==> src/rtl/iob_cmd_master.sv <==
`default_nettype none
// ---------------------------------------------------------------------------
// Module  : iob_cmd_master
// Brief   : Command-stream to IOb Native manager with byte-lane alignment.
//           Optional watchdog abort: define IOB_CMD_MASTER_TIMEOUT_EN.
// Revision: 1.0 - initial release
// ---------------------------------------------------------------------------
module iob_cmd_master #(
  parameter int ADDR_W    = 8,
  parameter int DATA_W    = 32,
  parameter int TIMEOUT_W = 8
) (
  input  logic              clk_i,
  input  logic              rst_n_i,
  input  logic              cke_i,
  input  logic              cmd_valid_i,
  output logic              cmd_ready_o,
  input  logic [1:0]        cmd_mode_i,
  input  logic [ADDR_W-1:0] cmd_addr_i,
  input  logic [DATA_W-1:0] cmd_data_i,
  input  logic [5:0]        cmd_width_i,
  output logic              resp_valid_o,
  input  logic              resp_ready_i,
  output logic [1:0]        resp_mode_o,
  output logic [ADDR_W-1:0] resp_addr_o,
  output logic [DATA_W-1:0] resp_data_o,
  output logic              resp_err_o,
  output logic              done_o,
  output logic              iob_valid_o,
  output logic [ADDR_W-1:0] iob_addr_o,
  output logic [DATA_W-1:0] iob_wdata_o,
  output logic [3:0]        iob_wstrb_o,
  input  logic              iob_ready_i,
  input  logic              iob_rvalid_i,
  input  logic [DATA_W-1:0] iob_rdata_i
);

  localparam logic [1:0] c_st_idle   = 2'd0;
  localparam logic [1:0] c_st_req    = 2'd1;
  localparam logic [1:0] c_st_rdwait = 2'd2;
  localparam logic [1:0] c_st_resp   = 2'd3;

  localparam logic [1:0] c_mode_rd  = 2'd0;
  localparam logic [1:0] c_mode_wr  = 2'd1;
  localparam logic [1:0] c_mode_fin = 2'd2;
  localparam logic [1:0] c_mode_rsv = 2'd3;

  logic [1:0]        r_state;
  logic [1:0]        w_state_next;
  logic [1:0]        r_mode;
  logic [ADDR_W-1:0] r_addr;
  logic [5:0]        r_width;
  logic [DATA_W-1:0] r_wdata;
  logic [3:0]        r_wstrb;
  logic [DATA_W-1:0] r_resp_data;
  logic              r_err;
  logic              r_done;

  logic              w_cmd_fire;
  logic              w_abort;
  logic [5:0]        w_eff_w;
  logic [2:0]        w_nbytes;
  logic [3:0]        w_lanes;
  logic [3:0]        w_wstrb;
  logic [DATA_W-1:0] w_wdata;
  logic [DATA_W-1:0] w_rmask;
  logic [DATA_W-1:0] w_rdata_ext;

  // Width 0 and anything above 32 both mean a full word.
  assign w_eff_w  = (cmd_width_i == 6'd0 || cmd_width_i > 6'd32) ? 6'd32 : cmd_width_i;
  assign w_nbytes = 3'((w_eff_w + 6'd7) >> 3);
  assign w_lanes  = 4'((5'd1 << w_nbytes) - 5'd1);
  assign w_wstrb  = w_lanes << cmd_addr_i[1:0];
  assign w_wdata  = cmd_data_i << {cmd_addr_i[1:0], 3'b000};

  assign w_rmask     = (r_width == 6'd32) ? '1 : ((32'd1 << r_width) - 32'd1);
  assign w_rdata_ext = (iob_rdata_i >> {r_addr[1:0], 3'b000}) & w_rmask;

  assign w_cmd_fire = cmd_valid_i && cmd_ready_o;

`ifdef IOB_CMD_MASTER_TIMEOUT_EN
  logic [TIMEOUT_W-1:0] r_tmo;
  logic                 w_tmo_wait;

  assign w_tmo_wait = (r_state == c_st_req    && !iob_ready_i) ||
                      (r_state == c_st_rdwait && !iob_rvalid_i);
  // Abort on the edge where the counter would become all-ones.
  assign w_abort    = w_tmo_wait && (r_tmo == {{(TIMEOUT_W-1){1'b1}}, 1'b0});

  always_ff @(posedge clk_i) begin
    if (!rst_n_i) begin
      r_tmo <= '0;
    end else if (cke_i) begin
      if (w_state_next != r_state) r_tmo <= '0;
      else                         r_tmo <= r_tmo + 1'b1;
    end
  end
`else
  logic w_unused_tmo;
  assign w_unused_tmo = (TIMEOUT_W > 0);
  assign w_abort      = 1'b0;
`endif

  always_ff @(posedge clk_i) begin
    if (!rst_n_i)   r_state <= c_st_idle;
    else if (cke_i) r_state <= w_state_next;
  end

  always_comb begin
    w_state_next = r_state;
    case (r_state)
      c_st_idle: begin
        if (w_cmd_fire) begin
          case (cmd_mode_i)
            c_mode_rd, c_mode_wr: w_state_next = c_st_req;
            c_mode_rsv:           w_state_next = c_st_resp;
            default:              w_state_next = c_st_idle;
          endcase
        end
      end
      c_st_req: begin
        if (iob_ready_i) w_state_next = (r_mode == c_mode_wr) ? c_st_resp : c_st_rdwait;
        else if (w_abort) w_state_next = c_st_resp;
      end
      c_st_rdwait: begin
        if (iob_rvalid_i || w_abort) w_state_next = c_st_resp;
      end
      c_st_resp: begin
        if (resp_ready_i) w_state_next = c_st_idle;
      end
      default: w_state_next = c_st_idle;
    endcase
  end

  always_comb begin
    cmd_ready_o  = rst_n_i && (r_state == c_st_idle) && !r_done;
    iob_valid_o  = (r_state == c_st_req);
    resp_valid_o = (r_state == c_st_resp);
  end

  always_ff @(posedge clk_i) begin
    if (!rst_n_i) begin
      r_mode      <= 2'd0;
      r_addr      <= '0;
      r_width     <= 6'd0;
      r_wdata     <= '0;
      r_wstrb     <= 4'd0;
      r_resp_data <= '0;
      r_err       <= 1'b0;
      r_done      <= 1'b0;
    end else if (cke_i) begin
      if (w_cmd_fire) begin
        r_mode      <= cmd_mode_i;
        r_addr      <= cmd_addr_i;
        r_width     <= w_eff_w;
        r_wdata     <= w_wdata;
        r_wstrb     <= (cmd_mode_i == c_mode_wr) ? w_wstrb : 4'd0;
        r_resp_data <= (cmd_mode_i == c_mode_wr) ? cmd_data_i : '0;
        r_err       <= (cmd_mode_i == c_mode_rsv);
        if (cmd_mode_i == c_mode_fin) r_done <= 1'b1;
      end else if (r_state == c_st_rdwait && iob_rvalid_i) begin
        r_resp_data <= w_rdata_ext;
      end else if (w_abort) begin
        r_err       <= 1'b1;
        r_resp_data <= '0;
      end
    end
  end

  assign resp_mode_o = r_mode;
  assign resp_addr_o = r_addr;
  assign resp_data_o = r_resp_data;
  assign resp_err_o  = r_err;
  assign done_o      = r_done;
  assign iob_addr_o  = r_addr;
  assign iob_wdata_o = r_wdata;
  assign iob_wstrb_o = r_wstrb;

endmodule
`default_nettype wire
==> config.mk <==
export PLATFORM = sky130hd
export DESIGN_NAME = iob_cmd_master
export DESIGN_NICKNAME = d
export VERILOG_FILES = /design/src/rtl/iob_cmd_master.sv
export SDC_FILE = /design/constraint.sdc
export NUM_CORES = 1
export LEC_CHECK = 0
export ABC_AREA = 1
export CAP_MARGIN = 15
export CORE_MARGIN = 10
export CORE_UTILIZATION = 25
export CTS_BUF_LIST = sky130_fd_sc_hd__clkbuf_8
export DETAILED_ROUTE_END_ITERATION = 12
export GPL_TIMING_DRIVEN = 0
export PLACE_DENSITY = 0.58
export SYNTH_ARGS = -nofsm -noshare
export SYNTH_HDL_FRONTEND = slang
export SYNTH_SLANG_ARGS = --single-unit
==> constraint.sdc <==
create_clock -name clk_i -period 3.2 [get_ports clk_i]
set_input_delay 0.32 -clock clk_i [delete_from_list [all_inputs] [get_ports clk_i]]
set_output_delay 0.32 -clock clk_i [all_outputs]
set_load 0.005 [all_outputs]
==> key figures, run 1 <==
STA
  – Worst slew pin tran: between 0.6 and 0.7 ns
  – Fin. Hold Viols: 0
  – Fmax: 395 MHz
  – Max Slew Vio Count: 0
  – # setup viols final: 0
  – Slew margin rel.: 0.553
  – Fin crit share: 0.790
  – Final Skew: ~0.021 ns
  – Clock period minus worst slack: ~2.5 ns
  – RSZ-0062 raised after global routing: false
  – Hold WS: roughly 0.47 ns
  – Setup tns final: 0 ns

Yosys
  – Synth Warn #: 0
  – Syn Nets: 974
  – Post-Synthesis Cell Area: between 5000 and 6000 µm²
  – Register area share after synthesis: 0.309
  – Synthesized flop and latch total: 88
  – Main combinational cell family by area after synthesis: simple AND/OR/NAND/NOR gates
  – Syn avg cell area: between 6 and 7 µm²
  – Post-synthesis compound-gate area fraction: 0.255
  – Multiplexer area fraction after synthesis: 0.00351
  – Xor/xnor share of the synthesized area: 0.00307
  – Adder-cell area share of the yosys netlist: 0.0131
  – Distinct cells, synth: 46
  – Cells after Synth: ~880
  – Post-Synth Simple-Gate Area: 0.316

Routing
  – Vias per cell: about 5.2
  – Initial detailed-routing violation count: approximately 600
  – Avg WL per Cell: 21.3 µm
  – Vias: a little over 7,000
  – Routed WL: about 29,000 µm
  – DRC Markers: 0
  – 1st-pass router iterations: 5
  – Antenna-violating nets left: 0

Power
  – Pwr/cell area: around 420 nW/µm²
  – Static Leak: 0.00339 µW
  – Total power: between 3000 and 4000 µW
  – Max IR drop VDD: between 150 and 200 µV

Setup path
  – CP dominant cell by count: inv_1
  – R2r worst-path depth: 10
  – CP Max Fanout: 10
  – Setup slack, reg-to-reg: 0.67 ns
  – Worst Path Required: 3.52 ns
  – RR Startpoint: r_state[0]
  – CP startpoint kind: flop
  – Crit Reg-Reg Endpoint: resp_data_o[29]
  – Worst Path Buf+Inv: 3
  – Worst path top cell family by delay: simple AND/OR/NAND/NOR gates
  – Critical Path End Type: flop
  – Setup Crit Path Kind: flop to flop
  – Worst Path Arrival: between 2 and 3 ns
  – CP max stage delay: slightly below 0.4 ns
  – Worst-path cell chain: inv_1, ha_1, inv_1, nor3_4, nand2_2, buf_2, nand2_1, nor3_1, nand4_1, a21oi_1
  – CP max-delay cell: dfxtp_1

Cells and area
  – Most common cell after layout, fill and taps aside: clkdlybuf4s50_1
  – Share of layout cells above drive strength 1: 0.0802
  – Area Overhead vs Synth: 40.9%
  – Fill cells: about 2,500
  – Most frequent cells in the layout: clkdlybuf4s50_1 (175), nand2_1 (168), a21oi_1 (111)
  – # diodes: 0
  – Final Core Density: 0.356
  – Post-layout net count: 1,160
  – Post-route insts no fill: 1,357

Placement
  – Post-Place Cells: about 1,300
  – Port bufs: between 150 and 200
  – RePlAce Congestion: between 0.9 and 1
  – HPWL after DPL: between 20,000 and 25,000 µm

Global routing
  – Initial antenna violation count: 0
  – Vias in the first global route: about 6,800
  – Largest net degree at the start of global routing: 15
  – Global-route wire length before repair: between 40,000 and 50,000 µm
  – Global Route Usage Sum: 0.191
  – GRT overflow: 0

Worst hold path
  – Hold WC Path Type: flop to flop
  – Hold Startpoint: iob_wstrb_o[1]
  – Hold EP: iob_wstrb_o[1]
  – Hold Path Stages: 2

Clocking
  – CTS buffer count: 9
  – Max H-tree Level: 3
  – Clock transition at path regs: 0.10 ns
  – CTS Hold Bufs: 0
  – TritonCTS clock tree: built
  – Clk buf depth: 2
  – Post-CTS Setup Inserts: 0
  – CTS resizes: 0
  – Clock root buffer: clkbuf_8
  – Clk_lat worst skew: 0.39 ns
  – Clock sink total: 88

Die
  – Cell Rows: 55
  – DIE AREA: 29,300 µm²
  – Initial core utilization: 0.253
  – Top-Level Pins: around 180
  – Die Span X: around 170 µm
  – Chip height: approximately 170 µm
  – Core area: 22,600 µm²

Run status
  – Status: finished clean

Flow run
  – Max cap viols: 0
flip-flops by register name (all words and copies together), names as in the netlist:
| name | flops |
|---|---|
| r_state | 2 |
| resp_data_o | 32 |
| r_width | 6 |
| resp_mode_o | 2 |
| resp_err_o | 1 |
| iob_wdata_o | 32 |
| iob_addr_o | 8 |
| done_o | 1 |
| iob_wstrb_o | 4 |
worst register-to-register path: stages (launching register included):
cell and delay [ns]:
dfxtp_1 0.39, inv_1 0.08, ha_1 0.22, inv_1 0.17
nor3_4 0.07, nand2_2 0.16, buf_2 0.29, nand2_1 0.30
nor3_1 0.34, nand4_1 0.25, a21oi_1 0.18
kinds of logic after synthesis:
logic type,after synthesis
and+or+nand+nor,394
muxes,2
adders and majority gates,6
AOI/OAI and AO/OA,256
buffers and inverters,132
other,1
DFF,88
xor gates and xnor gates,2
final cells by class:
class,instances,area [µm²],share of cell area
clock inverter,3,46.3,0.00576
inverter,66,248,0.0308
buffer,66,329,0.0409
timing repair buffer,175,1750,0.218
tap,285,357,0.0443
clock buffer,13,179,0.0222
multi-input combinational,661,3370,0.419
sequential,88,1760,0.219
cell usage after synthesis (all sizes together):
cell type / number / area (µm²)
nand2: 174 / 673
nor2: 127 / 566
a21oi: 112 / 572
dfxtp: 88 / 1760
o21ai: 86 / 430
inv: 66 / 248
nand3: 48 / 250
clkbuf: 40 / 150
nand4: 28 / 209
buf: 26 / 179
a211oi: 20 / 150
nor3: 15 / 91.3
a22oi: 12 / 90.1
a32oi: 6 / 52.6
ha: 6 / 75.1
a311oi: 5 / 43.8
a31oi: 4 / 25.0
a221oi: 3 / 26.3
o211ai: 3 / 22.5
mux2i: 2 / 20.0
or2: 2 / 12.5
conb: 1 / 3.75
o2111ai: 1 / 8.76
o21a: 1 / 7.51
o21bai: 1 / 7.51
o221ai: 1 / 8.76
o32ai: 1 / 8.76
xnor2: 1 / 8.76
xor2: 1 / 8.76
layer usage:
metal / up-vias / share of wire / track usage
li1: 3371 / - / -
met1: 3346 / 0.45 / 0.253
met2: 326 / 0.45 / 0.301
met3: 36 / 0.079 / 0.0426
met4: 0 / 0.024 / 0.0575
met5: - / 0 / 0
where the power goes:
part	switching, µW	total, µW	internal, µW
sequential	69.5	1260	1190
clock	426	875	449
combinational	740	1250	512
total	1240	3380	2150
worst max path at each step:
stage	from	to	slack [ns]	cells past startpoint
finish	r_state[0]	resp_data_o[29]	0.67	10
global route	r_state[0]	resp_data_o[28]	0.49	11
CTS	r_state[0]	resp_data_o[28]	0.66	11
detailed placement	rst_n_i	resp_data_o[28]	0.55	10
global placement	rst_n_i	resp_data_o[28]	0.53	10
floorplan	r_width[4]	resp_data_o[12]	1.26	14
per-stage QoR:
stage | worst slack [ns] | instance area (µm²)
after floorplan | 1.26 | 5710
after global placement | 0.533 | 7820
after detailed placement | 0.548 | 7820
after CTS | 0.660 | 8040
after global routing | 0.494 | 8040
final | 0.671 | 8040
Power figures use the tool's default switching activity.
==> run 2, diff against run 1 <==
--- a/config.mk
+++ b/config.mk
@@ -12,7 +12,7 @@
 export CTS_BUF_LIST = sky130_fd_sc_hd__clkbuf_8
 export DETAILED_ROUTE_END_ITERATION = 12
 export GPL_TIMING_DRIVEN = 0
-export PLACE_DENSITY = 0.58
+export PLACE_DENSITY = 0.6
 export SYNTH_ARGS = -nofsm -noshare
 export SYNTH_HDL_FRONTEND = slang
 export SYNTH_SLANG_ARGS = --single-unit
==> constraint.sdc (replaced) <==
create_clock -name clk_i -period 2.2 [get_ports clk_i]
set_input_delay 0.22 -clock clk_i [delete_from_list [all_inputs] [get_ports clk_i]]
set_output_delay 0.22 -clock clk_i [all_outputs]
set_load 0.005 [all_outputs]
==> run 2 against run 1 <==
Critical path depth grew 4; sequential power up 45%; non-clock buffer count is 8 higher; register-to-register slack worse by 0.58 ns; clock power rose by 45%; largest cell class unchanged; routed wire length up 0.18%; combinational power increased by 54%; first-iteration DRC count is 0.49% lower.
==> key figures, run 2 (same netlist as run 1, synthesis figures left out) <==
Setup path
  – Critical Path End Type: flop (unchanged)
  – Worst Path Required: 2.51 ns (was 3.52 ns)
  – CP startpoint kind: flop (unchanged)
  – Crit Reg-Reg Endpoint: resp_data_o[12] (was resp_data_o[29])
  – CP Max Fanout: 9 (was 10)
  – RR Startpoint: r_width[1] (was r_state[0])
  – Worst Path Arrival: 2.42 ns (was 2.85 ns)
  – Worst-path cell chain: buf_6, inv_2, nand2_1, nor2_4, nand3_2, ha_4, nand2_2, nor2_4, nand2_4, nor2_4, or2_1, nand2_1, nand2_1, a21oi_2 (was inv_1, ha_1, inv_1, nor3_4, nand2_2, buf_2, nand2_1, nor3_1, nand4_1, a21oi_1)
  – Setup Crit Path Kind: flop to flop (unchanged)
  – Setup slack, reg-to-reg: 0.09 ns (was 0.67 ns)
  – R2r worst-path depth: 14 (was 10)
  – CP max stage delay: 0.32 ns (was 0.39 ns)
  – CP max-delay cell: dfxtp_1 (unchanged)

Placement
  – RePlAce Congestion: 0.943 (was 0.933)
  – DP Area: 7820 µm² (unchanged)
  – Port bufs: 175 (unchanged)
  – HPWL after DPL: 24,100 µm (about the same)

Clocking
  – Clk_lat worst skew: 0.37 ns (was 0.39 ns)
  – TritonCTS clock tree: built (unchanged)
  – Max H-tree Level: 3 (unchanged)
  – Clock root buffer: clkbuf_8 (unchanged)
  – Clock sink total: 88 (unchanged)
  – CTS buffer count: 9 (unchanged)
  – Clock transition at path regs: 0.09 ns (was 0.10 ns)
  – Clk buf depth: 2 (unchanged)

Routing
  – Routed WL: 28,900 µm (was 28,800 µm)
  – Initial detailed-routing violation count: 610 (was 613)
  – 1st-pass router iterations: 6 (was 5)
  – Antenna-violating nets left: 0 (unchanged)
  – DRC Markers: 0 (unchanged)
  – Vias: 7,083 (was 7,079)
  – Vias per cell: 5.19 (was 5.22)
  – Avg WL per Cell: 21.2 µm (was 21.3 µm)

Cells and area
  – Post-layout net count: 1,168 (was 1,160)
  – Area Overhead vs Synth: 44.8% (was 40.9%)
  – Most frequent cells in the layout: clkdlybuf4s50_1 (175), nand2_1 (164), nor2_1 (107), a21oi_1 (107) (was clkdlybuf4s50_1 (175), nand2_1 (168), a21oi_1 (111))
  – FF+latch area: 1770 µm² (was 1760 µm²)
  – Area of the multi-input gates: 3480 µm² (was 3370 µm²)
  – # diodes: 0 (unchanged)
  – Most common cell after layout, fill and taps aside: clkdlybuf4s50_1 (unchanged)
  – Post-Layout Inst Area: 8270 µm² (was 8040 µm²)
  – Share of layout cells above drive strength 1: 0.124 (was 0.0802)
  – Fill cells: 2,435 (was 2,466)

Power
  – Pwr/cell area: 608 nW/µm² (was 420 nW/µm²)
  – Max IR drop VDD: 325 µV (was 188 µV)
  – Static Leak: 0.00350 µW (was 0.00339 µW)
  – Total power: 5030 µW (was 3380 µW)

STA
  – Max Slew Vio Count: 0 (unchanged)
  – RSZ-0062 raised after global routing: true (was false)
  – Slew margin rel.: 0.539 (was 0.553)
  – Fin. Hold Viols: 0 (unchanged)
  – Fmax: 475 MHz (was 395 MHz)
  – Final Skew: 0.00989 ns (was 0.0211 ns)
  – Clock period minus worst slack: 2.11 ns (was 2.53 ns)
  – Worst slew pin tran: 0.691 ns (was 0.670 ns)
  – Fin crit share: 0.957 (was 0.790)
  – # setup viols final: 0 (unchanged)

Global routing
  – M1 GR Usage: 0.251 (was 0.253)
  – Met3 GRT Util: 0.0516 (was 0.0426)
  – GR Layer Usage met2: 0.295 (was 0.301)
  – Vias in the first global route: 6,809 (was 6,791)
  – Gr busiest metal: met2 (unchanged)
  – Global-route wire length before repair: 42,100 µm (was 42,300 µm)
  – Initial antenna violation count: 0 (unchanged)
  – GRT overflow: 0 (unchanged)
  – Global Route Usage Sum: 0.189 (was 0.191)
  – Largest net degree at the start of global routing: 16 (was 15)

Die
  – Initial core utilization: 0.253 (unchanged)
  – Top-Level Pins: 178 (unchanged)
  – DIE AREA: 29,300 µm² (unchanged)
  – Cell Rows: 55 (unchanged)
  – Chip height: 171 µm (unchanged)
  – Die Span X: 171 µm (unchanged)
  – Core area: 22,600 µm² (unchanged)

Worst hold path
  – Hold Startpoint: cmd_addr_i[4] (was iob_wstrb_o[1])
  – Hold EP: iob_addr_o[4] (was iob_wstrb_o[1])
  – Hold WC Path Type: input pin to flop (was flop to flop)
  – Hold Path Stages: 3 (was 2)

Flow run
  – Max cap viols: 0 (unchanged)

Run status
  – Status: finished clean (unchanged)
## run 2: worst max-delay path by stage
stage	startpoint	endpoint	slack (ns)
final	r_width[1]	resp_data_o[12]	0.09
after global placement	rst_n_i	resp_data_o[28]	-0.42
after detailed placement	rst_n_i	resp_data_o[28]	-0.43
after floorplan	r_width[4]	resp_data_o[12]	0.26
after global routing	r_state[1]	resp_data_o[21]	-0.03
after CTS	r_width[1]	resp_data_o[12]	0.002
## run 2: cell type report
class                   instances  share of cell area
plain buffers                  65              0.0443
clock buffers                   9              0.0150
clock inverters                 7              0.0115
inverters                      66              0.0303
multi-input cells             661               0.421
flip-flops and latches         88               0.214
well taps                     285              0.0431
repair buffers                184               0.220
## run 2: what timing repair did
action                                  in CTS  in global routing
buffers inserted                             1                  8
resized for setup                           23                 50
endpoints found under the setup margin      38                 77
hold buffers                                 0                  0
pin swaps                                    2                  8
## run 2: where the power goes
group          internal [µW]  switching [µW]  total [µW]
logic                    809            1120        1930
registers               1730             109        1830
clock network            642             624        1270
## run 2: routing by layer
layer / up-vias / wire [µm] / share of wire
met5: - / 0 / 0
met4: 0 / 631 / 0.022
met3: 30 / 2540 / 0.088
met2: 287 / 12900 / 0.45
met1: 3372 / 12900 / 0.45
li1: 3394 / - / -
## run 2: critical path: cells and delay by family (launching register included)
| family | cells | cell delay (ns) |
|---|---|---|
| and+or+nand+nor | 10 | 1.14 |
| DFF | 1 | 0.32 |
| buffers and inverters | 2 | 0.23 |
| adders and majority gates | 1 | 0.19 |
| AOI/OAI and AO/OA | 1 | 0.15 |
## run 2: through the flow
stage	util	std cells	worst slack, ns	TNS [ns]	hold slack (ns)
detailed placement	0.346	1341	-0.428	-17.41	0.460
CTS	0.359	1358	0.00219	0	0.413
global route	0.366	1365	-0.0333	-0.0728	0.427
floorplan	-	881	0.264	0	0.355
global placement	0.346	1341	-0.420	-15.82	0.456
finish	0.366	1365	0.0944	0	0.425
==> run 3, diff against run 2 <==
--- a/config.mk
+++ b/config.mk
@@ -12,7 +12,9 @@
 export CTS_BUF_LIST = sky130_fd_sc_hd__clkbuf_8
 export DETAILED_ROUTE_END_ITERATION = 12
 export GPL_TIMING_DRIVEN = 0
+export HOLD_SLACK_MARGIN = 0.05
 export PLACE_DENSITY = 0.6
+export SLEW_MARGIN = 20
 export SYNTH_ARGS = -nofsm -noshare
 export SYNTH_HDL_FRONTEND = slang
 export SYNTH_SLANG_ARGS = --single-unit
==> results of run 3 <==
The final DEF is identical to that of run 2; final timing and power are the same.
